==> src/rtl/score_keeper.sv <==
// rtl/score_keeper.sv - match scoring, serve delay and game-over banner handshake
// Optional WIN_BY_TWO_EN: a win also needs a two-point lead, with scores saturating at the register limit.
module score_keeper #(
  parameter int WIN_SCORE    = 7,
  parameter int SCORE_W      = 4,
  parameter int SERVE_CYCLES = 50000000,
  parameter int SERVE_W      = 26
) (
  input  logic               clk,
  input  logic               reset,
  input  logic               point_p1,
  input  logic               point_p2,
  input  logic               go_done,
  input  logic               restart,
  output logic [SCORE_W-1:0] score_p1,
  output logic [SCORE_W-1:0] score_p2,
  output logic               play_en,
  output logic               go_enable,
  output logic               winner,
  output logic               go_clear
);

  typedef enum logic [1:0] {SERVE, PLAY, BANNER, OVER_HOLD} state_t;

  localparam logic [SCORE_W-1:0] L_WIN        = SCORE_W'(WIN_SCORE);
  localparam logic [SCORE_W-1:0] L_ONE        = SCORE_W'(1);
  localparam logic [SERVE_W-1:0] L_SERVE_LAST = SERVE_W'(SERVE_CYCLES - 1);
  localparam logic [SERVE_W-1:0] L_CNT_ONE    = SERVE_W'(1);

  state_t             r_state, w_next_state;
  logic [SERVE_W-1:0] r_serve_cnt, w_next_cnt;
  logic [SCORE_W-1:0] r_s1, r_s2, w_s1, w_s2;
  logic               r_winner, w_winner;
  logic               r_play_en, r_go_enable, r_go_clear, w_go_clear;
  // Candidate scores if p1 (c1_*) or p2 (c2_*) takes the point this cycle
  logic [SCORE_W-1:0] w_c1_p1, w_c1_p2, w_c2_p1, w_c2_p2;
  logic               w_p1_win, w_p2_win;

`ifdef WIN_BY_TWO_EN
  localparam logic [SCORE_W-1:0] L_MAX = '1;
  localparam logic [SCORE_W:0]   L_TWO = (SCORE_W+1)'(2);

  always_comb begin
    w_c1_p1 = r_s1 + L_ONE;
    w_c1_p2 = r_s2;
    w_c2_p1 = r_s1;
    w_c2_p2 = r_s2 + L_ONE;
    if (r_s1 == L_MAX) begin
      w_c1_p1 = r_s1;
      w_c1_p2 = r_s2 - L_ONE;
    end
    if (r_s2 == L_MAX) begin
      w_c2_p2 = r_s2;
      w_c2_p1 = r_s1 - L_ONE;
    end
    w_p1_win = (w_c1_p1 >= L_WIN) && ({1'b0, w_c1_p1} >= ({1'b0, w_c1_p2} + L_TWO));
    w_p2_win = (w_c2_p2 >= L_WIN) && ({1'b0, w_c2_p2} >= ({1'b0, w_c2_p1} + L_TWO));
  end
`else
  always_comb begin
    w_c1_p1  = r_s1 + L_ONE;
    w_c1_p2  = r_s2;
    w_c2_p1  = r_s1;
    w_c2_p2  = r_s2 + L_ONE;
    w_p1_win = (w_c1_p1 == L_WIN);
    w_p2_win = (w_c2_p2 == L_WIN);
  end
`endif

  always_comb begin
    w_next_state = r_state;
    w_next_cnt   = '0;
    w_s1         = r_s1;
    w_s2         = r_s2;
    w_winner     = r_winner;
    w_go_clear   = 1'b0;
    case (r_state)
      SERVE: begin
        if (r_serve_cnt == L_SERVE_LAST) w_next_state = PLAY;
        else                             w_next_cnt   = r_serve_cnt + L_CNT_ONE;
      end
      PLAY: begin
        // Simultaneous pulses are a tie and award nothing
        if (point_p1 && !point_p2) begin
          w_s1 = w_c1_p1;
          w_s2 = w_c1_p2;
          if (w_p1_win) begin
            w_next_state = BANNER;
            w_winner     = 1'b1;
          end else begin
            w_next_state = SERVE;
          end
        end else if (point_p2 && !point_p1) begin
          w_s1 = w_c2_p1;
          w_s2 = w_c2_p2;
          if (w_p2_win) begin
            w_next_state = BANNER;
            w_winner     = 1'b0;
          end else begin
            w_next_state = SERVE;
          end
        end
      end
      BANNER: begin
        if (go_done) w_next_state = OVER_HOLD;
      end
      OVER_HOLD: begin
        if (restart) begin
          w_s1         = '0;
          w_s2         = '0;
          w_winner     = 1'b0;
          w_go_clear   = 1'b1;
          w_next_state = SERVE;
        end
      end
      default: w_next_state = SERVE;
    endcase
  end

  always_ff @(posedge clk) begin
    if (reset) begin
      r_state     <= SERVE;
      r_serve_cnt <= '0;
      r_s1        <= '0;
      r_s2        <= '0;
      r_winner    <= 1'b0;
      r_play_en   <= 1'b0;
      r_go_enable <= 1'b0;
      r_go_clear  <= 1'b1;
    end else begin
      r_state     <= w_next_state;
      r_serve_cnt <= w_next_cnt;
      r_s1        <= w_s1;
      r_s2        <= w_s2;
      r_winner    <= w_winner;
      r_play_en   <= (w_next_state == PLAY);
      // Follows the BANNER state one cycle late, so enable trails the winning point by two cycles
      r_go_enable <= (r_state == BANNER) && !go_done;
      r_go_clear  <= w_go_clear;
    end
  end

  assign score_p1  = r_s1;
  assign score_p2  = r_s2;
  assign play_en   = r_play_en;
  assign go_enable = r_go_enable;
  assign winner    = r_winner;
  assign go_clear  = r_go_clear;

endmodule

==> config.mk <==
export PLATFORM = sky130hd
export DESIGN_NAME = score_keeper
export DESIGN_NICKNAME = d
export VERILOG_FILES = /design/src/rtl/score_keeper.sv
export SDC_FILE = /design/constraint.sdc
export NUM_CORES = 1
export LEC_CHECK = 0
export CAP_MARGIN = 20
export CORE_UTILIZATION = 25
export CTS_CLUSTER_SIZE = 10
export DETAILED_ROUTE_END_ITERATION = 16
export PLACE_DENSITY = 0.42
export SYNTH_ARGS = -nofsm -noshare
export SYNTH_HDL_FRONTEND = slang
export SYNTH_SLANG_ARGS = --single-unit
==> constraint.sdc <==
create_clock -name clk -period 2.4 [get_ports clk]
set_input_delay 0.24 -clock clk [delete_from_list [all_inputs] [get_ports clk]]
set_output_delay 0.24 -clock clk [all_outputs]
set_load 0.05 [all_outputs]
==> results.cfg <==
[status]
outcome = finished, final reports clean

[sta]
clock.fmax_ghz = 0.534
min_period_over_period = 0.780
maxSlewViolCount = 0
setup_viol_count_final = 0
fin_crit_ns = 1.87
rsz0062_at_grt = no
setup_tns_ns = 0
worst_pin_slew_ns = 0.651
timing.slew.headroom = 0.564
skew_ns = 0.0100
hold_violations = 0

[die]
die_area_um2 = 8320
ios = 18
rows = 32
start_util = 0.258
die_width_um = 91.2
coreArea_um2 = 7730
die_h_um = 91.2

[placed_design]
hpwl_um = 2810
place_inst = 345
portBuffers = 17
dpl_cell_area_um2 = 2280
globalplace.congestion = 0.787

[worst_hold_path]
worstHoldStart = winner$_SDFFE_PP0P_
worstHoldPathCells = 2
hold_path_class = reg -> reg
min_to = winner$_SDFFE_PP0P_

[layout]
drive_above_1_share = 0.151
nets = 263
diodes = 0
final_common_cell = dfxtp_1
final_cell_mix = dfxtp_1 (40), nor2_1 (20), nor2_2 (20), xor2_1 (19), nand3_1 (18)
fin_area_um2 = 2410
stdcell_count = 353
fin_util = 0.311
syn_to_final_growth_pct = 20.9

[global_route]
grtUsageTotal = 0.104
first_global_vias = 1495
grt_max_degree = 26
gr-total-overflow = 0
antenna_found_initial = 0
grt_pass1_wl_um = 6850

[worst_setup_path]
critPathCaptureType = flip-flop
worstPathMaxFanout = 25
cp.arrival_ns = 2.04
required_ns = 2.57
rr_worst_depth = 6
startpoint_type = flip-flop
criticalPathCategory = reg -> reg
rr_startpoint = r_serve_cnt[18]$_SDFF_PP0_
rr_endpoint = r_serve_cnt[12]$_SDFF_PP0_
worst-r2r-setup-slack_ns = 0.53

[synthesis]
ys_top_cells_by_area = dfxtp_1 (40%), xor2_1 (8.4%), nor2_2 (6.3%), nand3_1 (4.5%), ha_1 (4.4%)
synth_warnings = 0
ys_seq_area_frac = 0.402
syn_nets = 240
synth_top_area_frac = 0.402
synth_edf_count = 0
synth_cells = 227
yosys.area.top_type = dfxtp_1
ys_seq_elements = 40
async_reset_ff_frac = 0
synthesis.area_um2 = 1990
syn_avg_cell_area_um2 = 8.77
synth_cell_types = 39
synthFlopType = dfxtp_1

[power]
power_mw = 1.33
ir_drop_v = 0.000280
leakage_nw = 0.843
powerDensity_nw_per_um2 = 553

[detailed_routing]
routed_via_density = 4.41
detail-route-antenna-nets = 0
num_vias = 1555
drc_errors = 0
routed_wl_um = 3930
wl_per_cell_um = 11.1
dr.pass1.iters = 4
drt_iter0_drc = 33

[clocking]
hold_buffers = 0
h-tree-depth = 2
tritoncts = done
cts_made_buffers = 5
post-cts-setup-buffers = 0
cts.sinks = 40
cts_resized = 0
cts-root-buf = clkbuf_8
clk_latency_ns = 0.29
clk_pin_slew_ns = 0.08
max-clock-path-buffers = 2

[job]
maxCapViolCount = 0
## kinds of logic (layout without fill, tap and decap cells)
group,count (synthesis),count (layout),synth area share
compound gates,27,27,0.0748
xor+xnor,24,24,0.106
buf+inv,14,38,0.0465
simple gates,112,112,0.312
fa+ha+maj,7,7,0.0440
flops,40,40,0.402
mux,3,3,0.0151
## synth_stat cells (2+ instances only)
cell       n
nand4_1    4
nor4_1     3
xnor2_1    5
a31oi_1    3
inv_1      7
or3_1      2
xor2_1    19
nor2_1    20
nand3b_1   2
ha_1       7
and3_1     6
clkbuf_1   4
dfxtp_1   40
nor3_1     4
nor3b_1    2
nand2_1   15
o21ai_0    9
nor2b_1    3
and2_1     2
nor4b_1    2
nand3_1   18
a21oi_1   11
mux2i_1    3
buf_12     2
nor2_2    20
## report_power, final
part | switching [mW] | total, mW | internal (mW)
registers | 0.00537 | 0.674 | 0.668
clock network | 0.235 | 0.602 | 0.367
logic | 0.0311 | 0.0546 | 0.0235
## final cells by class
type | count | area, um^2
multi-input combinational | 173 | 1100
sequential | 40 | 801
timing repair buffer | 23 | 228
inverter | 7 | 26.3
fill | 828 | 5320
tap | 102 | 128
clock inverter | 1 | 30.0
clock buffer | 7 | 96.3
## worst max-delay path, cell delays in order (launching register included)
cell      delay [ns]
dfxtp_1         0.34
or4b_1          0.53
nor4_1          0.28
a31oi_1         0.17
nand2b_1        0.15
buf_12          0.21
nor2_1          0.07
## flip-flops by register name (all words and copies together), names as in the netlist
signal / count
go_enable: 1
score_p2: 4
r_serve_cnt: 26
play_en: 1
go_clear: 1
r_state: 2
score_p1: 4
winner: 1
## routing by layer
metal / GRT usage / share of wire / vias up
met5: 0 / 0 / -
met4: 0.0397 / 0.011 / 0
met3: 0.0243 / 0.028 / 5
met2: 0.167 / 0.44 / 19
met1: 0.134 / 0.52 / 703
li1: - / - / 828
## how the worst max path moves through the flow
stage | endpoint | startpoint
4_1_cts | r_serve_cnt[12]$_SDFF_PP0_ | r_serve_cnt[18]$_SDFF_PP0_
2_1_floorplan | winner$_SDFFE_PP0P_ | score_p1[1]$_SDFFE_PP0P_
5_1_grt | r_serve_cnt[12]$_SDFF_PP0_ | r_serve_cnt[18]$_SDFF_PP0_
3_3_place_gp | winner$_SDFFE_PP0P_ | point_p1
3_5_place_dp | winner$_SDFFE_PP0P_ | point_p1
6_report | r_serve_cnt[12]$_SDFF_PP0_ | r_serve_cnt[18]$_SDFF_PP0_
## stage by stage
| stage | worst slack, ns | hold WS, ns |
|---|---|---|
| 6_report | 0.529 | 0.469 |
| 5_1_grt | 0.435 | 0.492 |
| 4_1_cts | 0.516 | 0.478 |
| 3_5_place_dp | 0.291 | 0.466 |
| 3_3_place_gp | 0.306 | 0.458 |
| 2_1_floorplan | 0.315 | 0.319 |
Power figures use the tool's default switching activity.
